$ cat config.mk
export PLATFORM = sky130hd
export DESIGN_NAME = clk_switch_ctrl
export DESIGN_NICKNAME = d
export VERILOG_FILES = /design/src/rtl/clk_switch_ctrl.sv
export SDC_FILE = /design/constraint.sdc
export NUM_CORES = 1
export LEC_CHECK = 0
export BUFFER_PORTS_ARGS = -buffer_cell sky130_fd_sc_hd__buf_2
export CORE_UTILIZATION = 55
export DETAILED_ROUTE_END_ITERATION = 10
export PLACE_DENSITY = 0.79
export SYNTH_ARGS = -nofsm -noshare
export SYNTH_HDL_FRONTEND = slang
export SYNTH_SLANG_ARGS = --single-unit
export TNS_END_PERCENT = 10
$ cat constraint.sdc
create_clock -name clk -period 2.6 [get_ports clk]
set_input_delay 0.26 -clock clk [delete_from_list [all_inputs] [get_ports clk]]
set_output_delay 0.26 -clock clk [all_outputs]
set_load 0.05 [all_outputs]
$ cat src/rtl/clk_switch_ctrl.sv
// rtl/clk_switch_ctrl.sv - break-before-make sequencer for an N-input glitch-free clock switch
//
// Purpose: synchronises an asynchronous source select and per-source enable
// acknowledges. A source change turns every enable off and waits for every ack
// to drop. Only then does it move the mux select, enable the new source and
// wait for that source's ack. Also provides a forced all-off (halt) mode,
// invalid-select flagging and a wait-phase timeout flag.
//
// Ports:
//   clk            control clock, rising edge
//   clk_res        asynchronous active-high reset
//   sel            requested source (asynchronous level)
//   force_off      synchronous level, 1 = hold every source off
//   en_ack         per-source enable-active status (asynchronous)
//   clk_en         per-source enable request, one-hot or zero
//   clk_selection  clock mux select
//   busy           high outside RUN and HALT
//   switch_done    one-cycle pulse when a switch completes
//   sel_err        sticky, a stable out-of-range sel was seen in RUN
//   timeout_err    a wait phase ran for TIMEOUT cycles or more
module clk_switch_ctrl #(
  parameter int NUM_CLK     = 4,
  parameter int SEL_W       = 2,
  parameter int SYNC_STAGES = 2,
  parameter int RESET_SEL   = 0,
  parameter int TIMEOUT     = 255
) (
  input  logic               clk,
  input  logic               clk_res,
  input  logic [SEL_W-1:0]   sel,
  input  logic               force_off,
  input  logic [NUM_CLK-1:0] en_ack,
  output logic [NUM_CLK-1:0] clk_en,
  output logic [SEL_W-1:0]   clk_selection,
  output logic               busy,
  output logic               switch_done,
  output logic               sel_err,
  output logic               timeout_err
);

  typedef enum logic [2:0] {RUN, OFF_WAIT, SWITCH, ON_WAIT, HALT} state_t;

  localparam logic [SEL_W-1:0] RST_SEL = SEL_W'(RESET_SEL);

  function automatic logic [NUM_CLK-1:0] onehot(input logic [SEL_W-1:0] idx);
    onehot = '0;
    for (int i = 0; i < NUM_CLK; i++) begin
      if (idx == SEL_W'(i)) onehot[i] = 1'b1;
    end
  endfunction

  // Synchroniser chains are flat vectors; the newest sample enters at the LSB end.
  logic [SYNC_STAGES*SEL_W-1:0]   sel_sync_q, sel_sync_d;
  logic [SYNC_STAGES*NUM_CLK-1:0] ack_sync_q, ack_sync_d;
  logic [SEL_W-1:0]   sel_dly_q, sel_dly_d;
  logic [SEL_W-1:0]   sel_s;
  logic [NUM_CLK-1:0] ack_s;

  state_t             state_q, state_d;
  logic [SEL_W-1:0]   selection_q, selection_d;
  logic [NUM_CLK-1:0] clk_en_q, clk_en_d;
  logic               busy_q, busy_d;
  logic               switch_done_q, switch_done_d;
  logic               sel_err_q, sel_err_d;
  logic               timeout_err_q, timeout_err_d;
  logic [15:0]        tmo_cnt_q, tmo_cnt_d;

  logic sel_valid, sel_stable, in_wait;

  assign sel_s = sel_sync_q[SYNC_STAGES*SEL_W-1 -: SEL_W];
  assign ack_s = ack_sync_q[SYNC_STAGES*NUM_CLK-1 -: NUM_CLK];

  always_comb begin
    sel_sync_d = {sel_sync_q[(SYNC_STAGES-1)*SEL_W-1:0], sel};
    ack_sync_d = {ack_sync_q[(SYNC_STAGES-1)*NUM_CLK-1:0], en_ack};
    sel_dly_d  = sel_s;

    state_d       = state_q;
    selection_d   = selection_q;
    sel_err_d     = sel_err_q;
    timeout_err_d = timeout_err_q;
    tmo_cnt_d     = tmo_cnt_q;

    sel_valid  = int'(sel_s) < NUM_CLK;
    sel_stable = (sel_s == sel_dly_q);
    in_wait    = (state_q == OFF_WAIT) || (state_q == ON_WAIT);

    case (state_q)
      RUN: begin
        if (force_off) begin
          state_d = OFF_WAIT;
        end else if (sel_stable) begin
          if (!sel_valid) sel_err_d = 1'b1;
          else if (sel_s != selection_q) state_d = OFF_WAIT;
        end
      end
      OFF_WAIT: begin
        if (ack_s == '0) state_d = force_off ? HALT : SWITCH;
      end
      SWITCH: begin
        // Takes whatever valid select is current, absorbing changes made while off.
        if (sel_valid) selection_d = sel_s;
        state_d = ON_WAIT;
      end
      ON_WAIT: begin
        if ((ack_s & onehot(selection_q)) != '0) state_d = RUN;
        else if (force_off) state_d = OFF_WAIT;
      end
      HALT: begin
        if (!force_off) state_d = SWITCH;
      end
      default: state_d = RUN;
    endcase

    if (state_d != state_q) begin
      tmo_cnt_d = '0;
    end else if (in_wait && (tmo_cnt_q != 16'hFFFF)) begin
      tmo_cnt_d = tmo_cnt_q + 16'd1;
    end

    // The error only flags a slow phase; the sequence still waits for the ack.
    if ((state_d != state_q) && ((state_d == RUN) || (state_d == HALT))) begin
      timeout_err_d = 1'b0;
    end else if (in_wait && (state_d == state_q) && (int'(tmo_cnt_d) >= TIMEOUT)) begin
      timeout_err_d = 1'b1;
    end

    // Outputs are decoded from the next state so they are registered alongside it.
    clk_en_d      = ((state_d == RUN) || (state_d == ON_WAIT)) ? onehot(selection_d) : '0;
    busy_d        = !((state_d == RUN) || (state_d == HALT));
    switch_done_d = (state_q == ON_WAIT) && (state_d == RUN);
  end

  always_ff @(posedge clk or posedge clk_res) begin
    if (clk_res) begin
      sel_sync_q    <= {SYNC_STAGES{RST_SEL}};
      ack_sync_q    <= '0;
      sel_dly_q     <= RST_SEL;
      state_q       <= RUN;
      selection_q   <= RST_SEL;
      clk_en_q      <= onehot(RST_SEL);
      busy_q        <= 1'b0;
      switch_done_q <= 1'b0;
      sel_err_q     <= 1'b0;
      timeout_err_q <= 1'b0;
      tmo_cnt_q     <= '0;
    end else begin
      sel_sync_q    <= sel_sync_d;
      ack_sync_q    <= ack_sync_d;
      sel_dly_q     <= sel_dly_d;
      state_q       <= state_d;
      selection_q   <= selection_d;
      clk_en_q      <= clk_en_d;
      busy_q        <= busy_d;
      switch_done_q <= switch_done_d;
      sel_err_q     <= sel_err_d;
      timeout_err_q <= timeout_err_d;
      tmo_cnt_q     <= tmo_cnt_d;
    end
  end

  assign clk_en        = clk_en_q;
  assign clk_selection = selection_q;
  assign busy          = busy_q;
  assign switch_done   = switch_done_q;
  assign sel_err       = sel_err_q;
  assign timeout_err   = timeout_err_q;

endmodule

==> summary.txt, run 1 <==
CTS
  – Setup bufs post-CTS: 0
  – Clock tree root buffer cell: clkbuf_8
  – Clock sink total: 42
  – CTS tree: yes
  – Num CTS Buffers: 5
  – PostCTS Resize Cnt: 0
  – Post-CTS Hold Buffers: 0
  – Htree depth: 2
  – Clk pin slew, worst setup/hold paths: 0.08 ns
  – CTS max path bufs: 2
  – Worst-Skew Late Latency: roughly 0.29 ns

Timing
  – Hold slack: 0.0735 ns
  – Slew HR: 60.1%
  – Clock Skew: 0.0121 ns
  – Actual slew at the worst max-slew pin: between 0.5 and 0.6 ns
  – Final TNS setup: 0 ns
  – Final slew viol count: 0
  – Max Freq: approximately 440 MHz
  – Fin. Hold Viols: 0
  – RSZ-0062 raised after global routing: no
  – Post-layout minimum cycle time: 2.27 ns
  – Final WS setup: around 0.33 ns
  – Final setup vio count: 0
  – Fin crit share: 87.2%

Route
  – Vias per cell: 5.88
  – Vias: roughly 1500
  – DRC errors left: 0
  – Drt total wl: 4090 um
  – Drt wl/cell: 15.6 um
  – Initial detailed-routing violation count: 114
  – TritonRoute pass-1 iters: 4
  – Final ANT Viol Nets: 0

Logic synthesis
  – Share of the synthesized area in the top cell type: around half
  – Syn Nets: about 210
  – Leading area contributor after synthesis: dfrtp_1
  – FFs w/ async S/R, synth: 100%
  – Syn Inst Count: 198
  – Area contributors post-synth: dfrtp_1, xor2_1, nor2_1
  – Main synth FF type: dfrtp_1
  – EDFF count, synth: 0
  – Mapped Avg Cell Area: roughly 10 um2
  – Yosys cell types: between 50 and 60
  – Mapped Area: ~2100 um2
  – Seq cells post-synth: 42
  – Sequential area share after synthesis: between 50% and 60%
  – Total of warnings raised by yosys: 0

Final layout
  – Share of layout cells above drive strength 1: 19.4%
  – Multi-input logic area: 951 um2
  – Antenna fix cells: 0
  – Layout area overhead: 9.85%
  – Final Net Count: 226
  – Sequential cell area: 1050 um2
  – Non-Filler Instances: 263
  – Layout fillers: 297
  – Design area: 2270 um2

Run status
  – Status: finished clean

Power
  – P per Cell Area: 818 nW/um2
  – Max IR drop VDD: 715 uV
  – Leakage power: 1.04 nW

Worst setup path
  – Crit path DAT: between 2 and 2.5 ns
  – FF-to-FF setup slack: 0.33 ns
  – Crit end category: register
  – Cells along the critical path: ha_1, and3b_1, o21a_1, a311o_1, a211oi_1, o211ai_1, a31oi_1, o311ai_1
  – CP startpoint kind: register
  – CP max stage cell: dfrtp_1
  – Largest incremental delay on the critical path: 0.45 ns
  – Worst Path Required: 2.75 ns
  – Max FO, Critical Path: 7
  – Crit path kind: register to register

Floorplan
  – Die Ht: 63.3 um
  – Chip width: 63.3 um
  – I/O Pins: 19
  – Core region area: 3470 um2
  – Row cnt: 21
  – Full die area: 4010 um2
  – Initial core utilization: between 50% and 60%

Worst hold path
  – Worst Hold Class: input port to register

Placement
  – Post-DP Area: 2190 um2
  – Placer Congestion: 0.946
  – DP Worst Slack: approximately 0.34 ns
  – Detailed Place HPWL: 2950 um
  – Placed cells: between 200 and 300
  – Port buffer count: 17

Global route
  – Vias in the first global route: 1527
  – Largest net degree at the start of global routing: 43
  – First-pass GRT wire length: 7110 um
  – GRT Util Overall: 23.0%
  – Initial antenna violation count: 0
  – Total grt overflow: 0

Flow run
  – Max Cap Viol: 0
-- Yosys cell counts, drive strengths merged, types with 2 or more instances --
library cell / instances
mux2i: 3
inv: 7
a211oi: 3
and3: 4
buf: 6
a31oi: 4
o21ai: 3
xnor2: 7
nand4: 5
xor2: 11
a21oi: 7
a211o: 3
nor2: 25
nor4: 5
and2: 2
nand2: 13
o211ai: 2
clkbuf: 2
o21a: 2
dfrtp: 41
o31ai: 2
nand2b: 4
nor3: 8
nand3: 6
or2: 4
-- flip-flops by register name (all words and copies together) (netlist names) --
signal         flops
sel_dly_q          2
clk_en             4
timeout_err        1
ack_sync_q         8
busy               1
sel_sync_q         4
clk_selection      2
state_q            3
switch_done        1
tmo_cnt_q         16
-- where the power goes --
| group | switching, mW | total [mW] | internal [mW] |
|---|---|---|---|
| Sequential | 0.0865 | 0.826 | 0.740 |
| Combinational | 0.434 | 0.637 | 0.203 |
| Clock | 0.208 | 0.397 | 0.189 |
-- placed cells by master, fill, tap and decap left out, drive strengths merged, types with 2 or more instances in the layout --
master	netlist	layout
nor4	5	5
clkbuf	2	6
nand2b	4	4
a31oi	4	4
and3	4	4
buf	6	19
o21ai	3	3
nor3	8	8
a21oi	7	7
mux2i	3	3
or2	4	4
inv	7	7
o211ai	2	2
clkinv	0	2
xnor2	7	7
and2	2	2
nand4	5	5
nor2	25	25
o31ai	2	2
dfrtp	41	41
a211oi	3	3
a211o	3	3
o21a	2	2
nand3	6	6
xor2	11	11
nand2	13	13
-- metal layers --
metal	part of all wire, %	global-route usage, %
met4	0.83	7.67
met3	5.3	5.43
met2	49	37.2
met1	45	30.3
met5	0	0
-- cell families after synthesis --
logic type | after synthesis | synth area share [%]
xor+xnor | 18 | 7.62
compound gates | 34 | 12.4
simple gates | 82 | 22.1
flops | 42 | 50.8
buf+inv | 15 | 3.20
fa+ha+maj | 1 | 0.604
other cells | 1 | 0.181
mux | 5 | 3.08
-- worst paths after layout --
path	start	to	cells past startpoint
max in group asynchronous	clk_res	clk_en[0]$_DFF_PP1_	3
min	en_ack[1]	ack_sync_q[1]$_DFF_PP0_	1
max reg2reg	tmo_cnt_q[0]$_DFF_PP0_	timeout_err$_DFFE_PP0P_	8
max	tmo_cnt_q[0]$_DFF_PP0_	timeout_err$_DFFE_PP0P_	8
min reg2reg	ack_sync_q[1]$_DFF_PP0_	ack_sync_q[5]$_DFF_PP0_	0
min in group asynchronous	clk_res	tmo_cnt_q[14]$_DFF_PP0_	3
-- worst max-delay path, delay by kind of cell (launching register included) --
family / cells / cell delay (ns)
flops: 1 / 0.45
simple gates: 1 / 0.24
compound gates: 6 / 1.14
fa+ha+maj: 1 / 0.32
-- cell type report --
cell class,count,area share [%]
clock buffer,6,3.19
clock inverter,2,0.605
inverter,7,1.16
multi-input combinational,141,41.8
sequential,42,46.3
tap,46,2.53
timing repair buffer,19,4.40
-- metrics by stage --
step	utilization, %	power [mW]
after CTS	65.5	1.87
after detailed placement	63.1	1.47
after global placement	63.1	1.44
final	65.5	1.86
after global routing	65.5	1.97
after floorplan	-	1.32
(Power assumes the default switching activity.)
==> run 2: changes to the inputs <==
--- a/config.mk
+++ b/config.mk
@@ -6,9 +6,9 @@
 export NUM_CORES = 1
 export LEC_CHECK = 0
 export BUFFER_PORTS_ARGS = -buffer_cell sky130_fd_sc_hd__buf_2
-export CORE_UTILIZATION = 55
+export CORE_UTILIZATION = 52
 export DETAILED_ROUTE_END_ITERATION = 10
-export PLACE_DENSITY = 0.79
+export PLACE_DENSITY = 0.78
 export SYNTH_ARGS = -nofsm -noshare
 export SYNTH_HDL_FRONTEND = slang
 export SYNTH_SLANG_ARGS = --single-unit
==> constraint.sdc (replaced) <==
create_clock -name clk -period 1.9 [get_ports clk]
set_input_delay 0.19 -clock clk [delete_from_list [all_inputs] [get_ports clk]]
set_output_delay 0.19 -clock clk [all_outputs]
set_load 0.05 [all_outputs]
==> run 2 against run 1 <==
  * The flow now finishes with violations (setup timing)
  * Critical path depth decreased by 2
  * Combinational power increased by 74%
  * Via count increased by 9.0%
==> summary.txt, run 2 (synthesized netlist as in run 1, its figures left out) <==
Run status
  – Status: finished, violations left (was finished clean)
  – Failing checks: setup timing

Global route
  – First-pass GRT wire length: 7140 um (was 7110 um)
  – GRT Util Overall: 22.4% (was 23.0%)
  – Largest net degree at the start of global routing: 23 (was 43)
  – Initial antenna violation count: 0 (unchanged)
  – Vias in the first global route: 1618 (was 1527)
  – Total grt overflow: 0 (unchanged)

Route
  – Vias per cell: 5.54 (was 5.88)
  – Final ANT Viol Nets: 0 (unchanged)
  – Drt wl/cell: 13.7 um (was 15.6 um)
  – DRC errors left: 0 (unchanged)
  – TritonRoute pass-1 iters: 4 (unchanged)
  – Initial detailed-routing violation count: 121 (was 114)
  – Vias: 1685 (was 1546)
  – Drt total wl: 4170 um (was 4090 um)

Floorplan
  – Row cnt: 22 (was 21)
  – I/O Pins: 19 (unchanged)
  – Initial core utilization: 55.3% (was 59.7%)
  – Chip width: 65.1 um (was 63.3 um)
  – Full die area: 4240 um2 (was 4010 um2)
  – Core region area: 3740 um2 (was 3470 um2)
  – Die Ht: 65.1 um (was 63.3 um)

Timing
  – Final setup vio count: 4 (was 0)
  – Hold slack: 0.0251 ns (was 0.0735 ns)
  – Max Freq: 480 MHz (was 441 MHz)
  – RSZ-0062 raised after global routing: yes (was no)
  – Fin. Hold Viols: 0 (unchanged)
  – Clock Skew: 0.0151 ns (was 0.0121 ns)
  – Final slew viol count: 0 (unchanged)
  – Fin crit share: 110% (was 87.2%)
  – Actual slew at the worst max-slew pin: 0.778 ns (was 0.598 ns)
  – Final TNS setup: -0.240 ns (was 0 ns)
  – Slew HR: 48.1% (was 60.1%)
  – Final WS setup: -0.183 ns (was 0.334 ns)
  – Post-layout minimum cycle time: 2.08 ns (was 2.27 ns)

Worst setup path
  – FF-to-FF setup slack: -0.18 ns (was 0.33 ns)
  – Crit path DAT: 2.28 ns (was 2.42 ns)
  – Crit path kind: register to register (unchanged)
  – Max FO, Critical Path: 4 (was 7)
  – Crit end category: register (unchanged)
  – CP startpoint kind: register (unchanged)
  – Worst Path Required: 2.10 ns (was 2.75 ns)

Placement
  – DP Worst Slack: -0.112 ns (was 0.342 ns)
  – Placed cells: 289 (was 255)
  – Post-DP Area: 2440 um2 (was 2190 um2)
  – Detailed Place HPWL: 3040 um (was 2950 um)
  – Port buffer count: 17 (unchanged)
  – Placer Congestion: 0.872 (was 0.946)

Flow run
  – Max Cap Viol: 0 (unchanged)

Worst hold path
  – Worst Hold Class: input port to async pin (was input port to register)

Final layout
  – Layout fillers: 282 (was 297)
  – Most flop-heavy register: tmo_cnt_q (unchanged)
  – Antenna fix cells: 0 (unchanged)
  – Final Net Count: 265 (was 226)
  – Design area: 2620 um2 (was 2270 um2)
  – Biggest regs: tmo_cnt_q: 16 flops, ack_sync_q: 8 flops (unchanged)
  – Final core occ: 70.1% (was 65.5%)
  – Sequential cell area: 1050 um2 (about the same)
  – Share of layout cells above drive strength 1: 31.6% (was 19.4%)
  – Non-Filler Instances: 304 (was 263)
  – Most frequent cells in the layout: dfrtp_1, buf_4, nor2_1 (was dfrtp_1, nor2_1, buf_2)
  – Layout area overhead: 26.7% (was 9.85%)
  – Most common cell after layout, fill and taps aside: dfrtp_1 (unchanged)
  – Multi-input logic area: 967 um2 (was 951 um2)
  – Max reg flops: 16 (unchanged)

Power
  – Max IR drop VDD: 800 uV (was 715 uV)
  – Total Power: 2.81 mW (was 1.86 mW)
  – P per Cell Area: 1070 nW/um2 (was 818 nW/um2)
  – Leakage power: 1.25 nW (was 1.04 nW)

CTS
  – Clk pin slew, worst setup/hold paths: 0.10 ns (was 0.08 ns)
  – Worst-Skew Late Latency: 0.30 ns (was 0.29 ns)
  – Clock sink total: 42 (unchanged)
  – Htree depth: 2 (unchanged)
  – CTS max path bufs: 2 (unchanged)
  – Clock tree root buffer cell: clkbuf_8 (unchanged)
  – Num CTS Buffers: 5 (unchanged)
  – CTS tree: yes (unchanged)
run 2: changes by cell type in the layout (fill, tap and decap cells not counted), sizes merged:
cell,previous run,this run
clkbuf,6,5
buf,19,52
clkinv,2,0
inv,7,10
dlygate4sd3,0,6
run 2: area by class of cell:
| class | count | area share [%] |
|---|---|---|
| flip-flops and latches | 42 | 40.2 |
| multi-input cells | 141 | 36.9 |
| repair buffers | 58 | 16.0 |
| clock buffers | 5 | 2.62 |
| well taps | 48 | 2.29 |
| clock inverters | 3 | 1.00 |
| inverters | 7 | 1.00 |
run 2: power by group:
part	total, mW	switching [mW]	internal [mW]
Sequential	1.08	0.0705	1.01
Combinational	1.11	0.676	0.436
Clock	0.611	0.338	0.273
run 2: final timing paths:
kind	startpoint	end	cells after the start
max in group asynchronous	clk_res	tmo_cnt_q[5]$_DFF_PP0_	3
max	clk_selection[0]$_DFF_PP0_	timeout_err$_DFFE_PP0P_	6
min	clk_res	ack_sync_q[0]$_DFF_PP0_	2
min in group clk	force_off	state_q[1]$_DFF_PP0_	2
max reg2reg	clk_selection[0]$_DFF_PP0_	timeout_err$_DFFE_PP0P_	6
min reg2reg	sel_sync_q[0]$_DFF_PP0_	sel_sync_q[2]$_DFF_PP0_	0
run 2: layer usage:
metal	vias up	track usage, %	share of wire (%)
met2	58	34.2	48
met5	-	0	0
met3	4	5.28	6.3
met1	811	29.8	45
met4	0	10.9	1.2
li1	812	-	-
run 2: repair_timing:
action | 4_1_cts | 5_1_grt
resized for setup | 1 | 3
buffers inserted | 0 | 1
setup endpoints to repair | 5 | 16
pin swaps | 0 | 1
hold endpoints to repair | 6 | 0
hold buffers | 6 | 0
run 2: critical path, cell delays in order (launching register included):
cell	delay (ns)
dfrtp_2	0.38
mux4_2	0.55
a211oi_2	0.26
o221ai_2	0.17
nor3_2	0.23
a31oi_1	0.13
o311ai_1	0.27
